<file path="config.mk">
export PLATFORM = sky130hd
export DESIGN_NAME = bundle_bridge_int_sink
export DESIGN_NICKNAME = d
export VERILOG_FILES = /design/src/rtl/bundle_bridge_int_sink.sv
export SDC_FILE = /design/constraint.sdc
export NUM_CORES = 1
export LEC_CHECK = 0
export BUFFER_PORTS_ARGS = -buffer_cell sky130_fd_sc_hd__buf_2
export CAP_MARGIN = 20
export CORE_MARGIN = 5
export CORE_UTILIZATION = 45
export CTS_BUF_LIST = sky130_fd_sc_hd__clkbuf_8 sky130_fd_sc_hd__clkbuf_16
export DETAILED_ROUTE_END_ITERATION = 10
export GPL_TIMING_DRIVEN = 0
export PLACE_DENSITY = 0.68
export SYNTH_ARGS = -nofsm -noshare
export SYNTH_HDL_FRONTEND = slang
export SYNTH_SLANG_ARGS = --single-unit
export TNS_END_PERCENT = 50
</file>
<file path="constraint.sdc">
create_clock -name clock -period 3.24 [get_ports clock]
set_input_delay 0.324 -clock clock [delete_from_list [all_inputs] [get_ports clock]]
set_output_delay 0.324 -clock clock [all_outputs]
set_load 0.1 [all_outputs]
</file>
<file path="src/rtl/bundle_bridge_int_sink.sv">
// Sink terminator for an async level bundle: synchronize, capture events,
// accumulate into sticky pending bits and hand snapshots over valid/ready.
module bundle_bridge_int_sink #(
  parameter int unsigned WIDTH       = 3,
  parameter int unsigned SYNC_STAGES = 2,
  parameter bit          EDGE        = 1'b1
) (
  input  logic             clock,
  input  logic             reset,
  input  logic [WIDTH-1:0] auto_in,
  output logic [WIDTH-1:0] sync_level,
  output logic             out_valid,
  input  logic             out_ready,
  output logic [WIDTH-1:0] out_bits,
  output logic [7:0]       overflow_count
);

  typedef enum logic {
    IDLE    = 1'b0,
    PRESENT = 1'b1
  } state_e;

  logic [WIDTH-1:0] sync_q [SYNC_STAGES];
  logic [WIDTH-1:0] prev_q;
  logic [WIDTH-1:0] pending_q;
  logic [WIDTH-1:0] bits_q;
  logic [WIDTH-1:0] ev;
  logic [7:0]       ovf_q;
  logic [7:0]       ovf_d;
  logic             unload;
  logic             ovf_hit;
  state_e           state_q;

  assign sync_level     = sync_q[SYNC_STAGES-1];
  assign out_valid      = (state_q == PRESENT);
  assign out_bits       = bits_q;
  assign overflow_count = ovf_q;

  // Per-line synchronizer chain into the clock domain.
  always_ff @(posedge clock or negedge reset) begin
    if (!reset) begin
      for (int i = 0; i < int'(SYNC_STAGES); i++)
        sync_q[i] <= '0;
    end else begin
      sync_q[0] <= auto_in;
      for (int i = 1; i < int'(SYNC_STAGES); i++)
        sync_q[i] <= sync_q[i-1];
    end
  end

  // Previous synchronized level, for rising-edge detection.
  always_ff @(posedge clock or negedge reset) begin
    if (!reset) prev_q <= '0;
    else        prev_q <= sync_level;
  end

  // Event vector, whether pending is emptied this cycle, overflow next.
  always_comb begin
    ev      = EDGE ? (sync_level & ~prev_q) : sync_level;
    unload  = (|pending_q) &&
              ((state_q == IDLE) || out_ready);
    ovf_hit = EDGE && (|(ev & pending_q)) && !unload;
    ovf_d   = ovf_q;
    if (ovf_hit && (ovf_q != 8'hFF))
      ovf_d = ovf_q + 8'd1;
  end

  // Saturating lost-event counter.
  always_ff @(posedge clock or negedge reset) begin
    if (!reset) ovf_q <= '0;
    else        ovf_q <= ovf_d;
  end

  // Handshake FSM: snapshot pending into out_bits, refill from events.
  always_ff @(posedge clock or negedge reset) begin
    if (!reset) begin
      state_q   <= IDLE;
      bits_q    <= '0;
      pending_q <= '0;
    end else begin
      unique case (state_q)
        IDLE: begin
          pending_q <= ev;
          if (|pending_q) begin
            state_q <= PRESENT;
            bits_q  <= pending_q;
          end else begin
            bits_q  <= '0;
          end
        end
        PRESENT: begin
          if (out_ready) begin
            pending_q <= ev;
            if (|pending_q) begin
              bits_q  <= pending_q;
            end else begin
              state_q <= IDLE;
              bits_q  <= '0;
            end
          end else begin
            pending_q <= pending_q | ev;
          end
        end
      endcase
    end
  end

endmodule
</file>
==> impl_metrics.yaml <==
run_status:
  outcome: "completed"
hold_path:
  hp-class: "in -> async"
critical_path:
  crit_type: "reg -> reg"
  rr_worst_depth: 4
  cp_top_family: "flip-flops"
  critPathMaxStageDelay_ns: 0.42
  crit_buf_inv: 0
  endpoint_kind: "flop"
  path_cells: "and3b_1, o32ai_4, nor3_1, mux2_1"
  crit_fanout: 7
  cp_data_arrival_time_ns: 1.73
  startpoint_type: "flop"
  crit_required_ns: 3.39
  slowest_stage: "dfrtp_1"
  crit_cells: 4
placed_design:
  place.gp.congestion: 0.731
  portBuffers: 20
  dpl_cell_area_um2: 1090
  dp_hpwl_um: 1090
timing:
  max-slew-margin-rel: 0.666
  hold_slack_ns: 0.0190
  skew_ns: 0.00526
  min_period_ns: 1.59
  setup_tns_ns: 0
  setup_violations: 0
  fin_crit_sh: 0.490
  fmax_ghz: 0.630
  worst_pin_slew_ns: 0.501
  drv_slew: 0
  hold_viol: 0
  rsz0062_at_grt: "no"
power_and_ir_drop:
  p_int_uw: 590
  pwr-share-comb: 0.400
  p_seq_frac: 0.365
  total_power_mw: 1.09
  sw_frac_of_total: 0.457
  vdd_drop_max_uv: 599
  p_leak_nw: 0.581
  p_switching_uw: 497
  p_clk_frac: 0.235
  power_density_nw_per_um2: 933
floorplan:
  die_w_um: 56.2
  dieArea_um2: 3160
  core_area_um2: 2000
  die_h_um: 56.2
  io-pin-count: 21
  std_cell_rows: 16
  initial_core_util: 0.479
global_routing:
  grt_use_met3: 0.0348
  grt_start_max_net_pins: 25
  top_usage_layer: "met2"
  track_usage: 0.107
  met1_usage: 0.145
  groute.layer.met2.usage: 0.159
  grt_overflow: 0
  grt_pass1_wl_um: 2680
  grt_pass1_vias: 602
  antenna_found_initial: 0
clock_tree:
  postCtsHoldBufs: 0
  postCtsSetupBuffers: 0
  htreeDepth: 1
  numCtsBuffers: 3
  cts_tree: "done"
  clk_latency_ns: 0.26
  post_cts_resized: 0
  root_buffer: "clkbuf_8"
  cts.sinks: 24
  clkTransAtPathRegs_ns: 0.08
  max-clock-path-buffers: 2
yosys:
  synth_seq_cells: 24
  yosysUniqueCellTypes: 25
  ys.flop_type: "dfrtp_1"
  syn_nets: 78
  yosysWarnings: 0
  synth_enable_flop_cells: 0
  ys_seq_area_frac: 0.626
  synth_cells: 71
  synth_area_um2: 960
  async_reset_ff_frac: 1.00
  syn_avg_cell_area_um2: 13.5
routing:
  drt_iter0_drc: 7
  vias_per_cell: 4.68
  drc: 0
  drt_first_pass_iters: 4
  routedWlPerCell_um: 12.2
  final_antenna_net_count: 0
  vias: 571
  routed_wl_um: 1480
layout:
  nets: 103
  diodes: 0
  mostFrequentLayoutCells: "24 x dfrtp_1, 21 x buf_2, 6 x xor2_1"
  drive_gt1_frac: 0.358
  area_growth_pct: 21.4
  fin_area_um2: 1160
  final_common_cell: "dfrtp_1"
  fill_cells: 179
  post-route-util: 0.582
flow_run:
  maxCapViolations: 0
Yosys cell counts, types with 2 or more instances:
| cell | instances | share of area |
|---|---|---|
| mux2_1 | 3 | 0.035 |
| nand3_1 | 3 | 0.016 |
| buf_4 | 3 | 0.023 |
| inv_1 | 3 | 0.012 |
| o21ai_0 | 3 | 0.016 |
| nor3_1 | 2 | 0.010 |
| dfrtp_1 | 24 | 0.63 |
| nand2_1 | 5 | 0.020 |
| xor2_1 | 6 | 0.055 |
| and3b_1 | 3 | 0.027 |
| nand2b_1 | 2 | 0.013 |
through the flow:
stage | std cells | setup slack [ns]
CTS | 122 | 1.64
global placement | 118 | 1.65
detailed placement | 118 | 1.65
floorplan | 71 | 1.11
global route | 122 | 1.52
finish | 122 | 1.65
worst paths after layout:
kind                       slack, ns                       endpoint              startpoint
max                             1.65  overflow_count[6]$_DFFE_PN0P_  pending_q[0]$_DFF_PN0_
min                             0.02         pending_q[2]$_DFF_PN0_                   reset
max reg2reg                     1.65  overflow_count[6]$_DFFE_PN0P_  pending_q[0]$_DFF_PN0_
min reg2reg                     0.35        sync_level[2]$_DFF_PN0_     sync_q[5]$_DFF_PN0_
max in group asynchronous       2.88  overflow_count[2]$_DFFE_PN0P_                   reset
min in group clock              0.16            sync_q[5]$_DFF_PN0_              auto_in[2]
per-layer routing:
layer	wire length, µm	share of wire
met2	656	0.44
met4	0	0
met3	101	0.068
met1	726	0.49
met5	0	0
power by group through the flow:
stage	Combinational (mW)	Clock (mW)	Sequential [mW]
finish	0.435	0.255	0.397
global route	0.452	0.279	0.407
CTS	0.440	0.263	0.398
detailed placement	0.439	0	0.403
global placement	0.434	0	0.400
floorplan	0.0916	0	0.674
worst reg2reg max path: cells and delay by family, from the launching register on:
kind,cells,cell delay [ns]
multiplexers,1,0.32
AO/OA/AOI/OAI,1,0.41
AND/OR/NAND/NOR,2,0.33
flip-flops,1,0.42
flip-flops by register name, indices dropped and copies added (netlist names):
name,count
overflow_count,8
pending_q,3
sync_level,3
out_bits,3
out_valid,1
prev_q,3
sync_q,3
layout make-up:
class	instances	area, µm²	share of cell area
sequential	24	601	0.516
multi-input combinational	40	320	0.275
timing repair buffer	20	100	0.0859
clock buffer	3	41.3	0.0354
tap	27	33.8	0.0290
clock inverter	1	30.0	0.0258
buffer	4	27.5	0.0236
inverter	3	11.3	0.00967
kinds of logic after synthesis:
| family | after synthesis | share of synthesized area |
|---|---|---|
| adders and majority gates | 1 | 0.0130 |
| muxes | 5 | 0.0626 |
| DFF | 24 | 0.626 |
| xor gates and xnor gates | 6 | 0.0548 |
| and+or+nand+nor | 24 | 0.159 |
| AOI/OAI and AO/OA | 4 | 0.0443 |
| buffers and inverters | 7 | 0.0404 |
(Power assumes the default switching activity.)
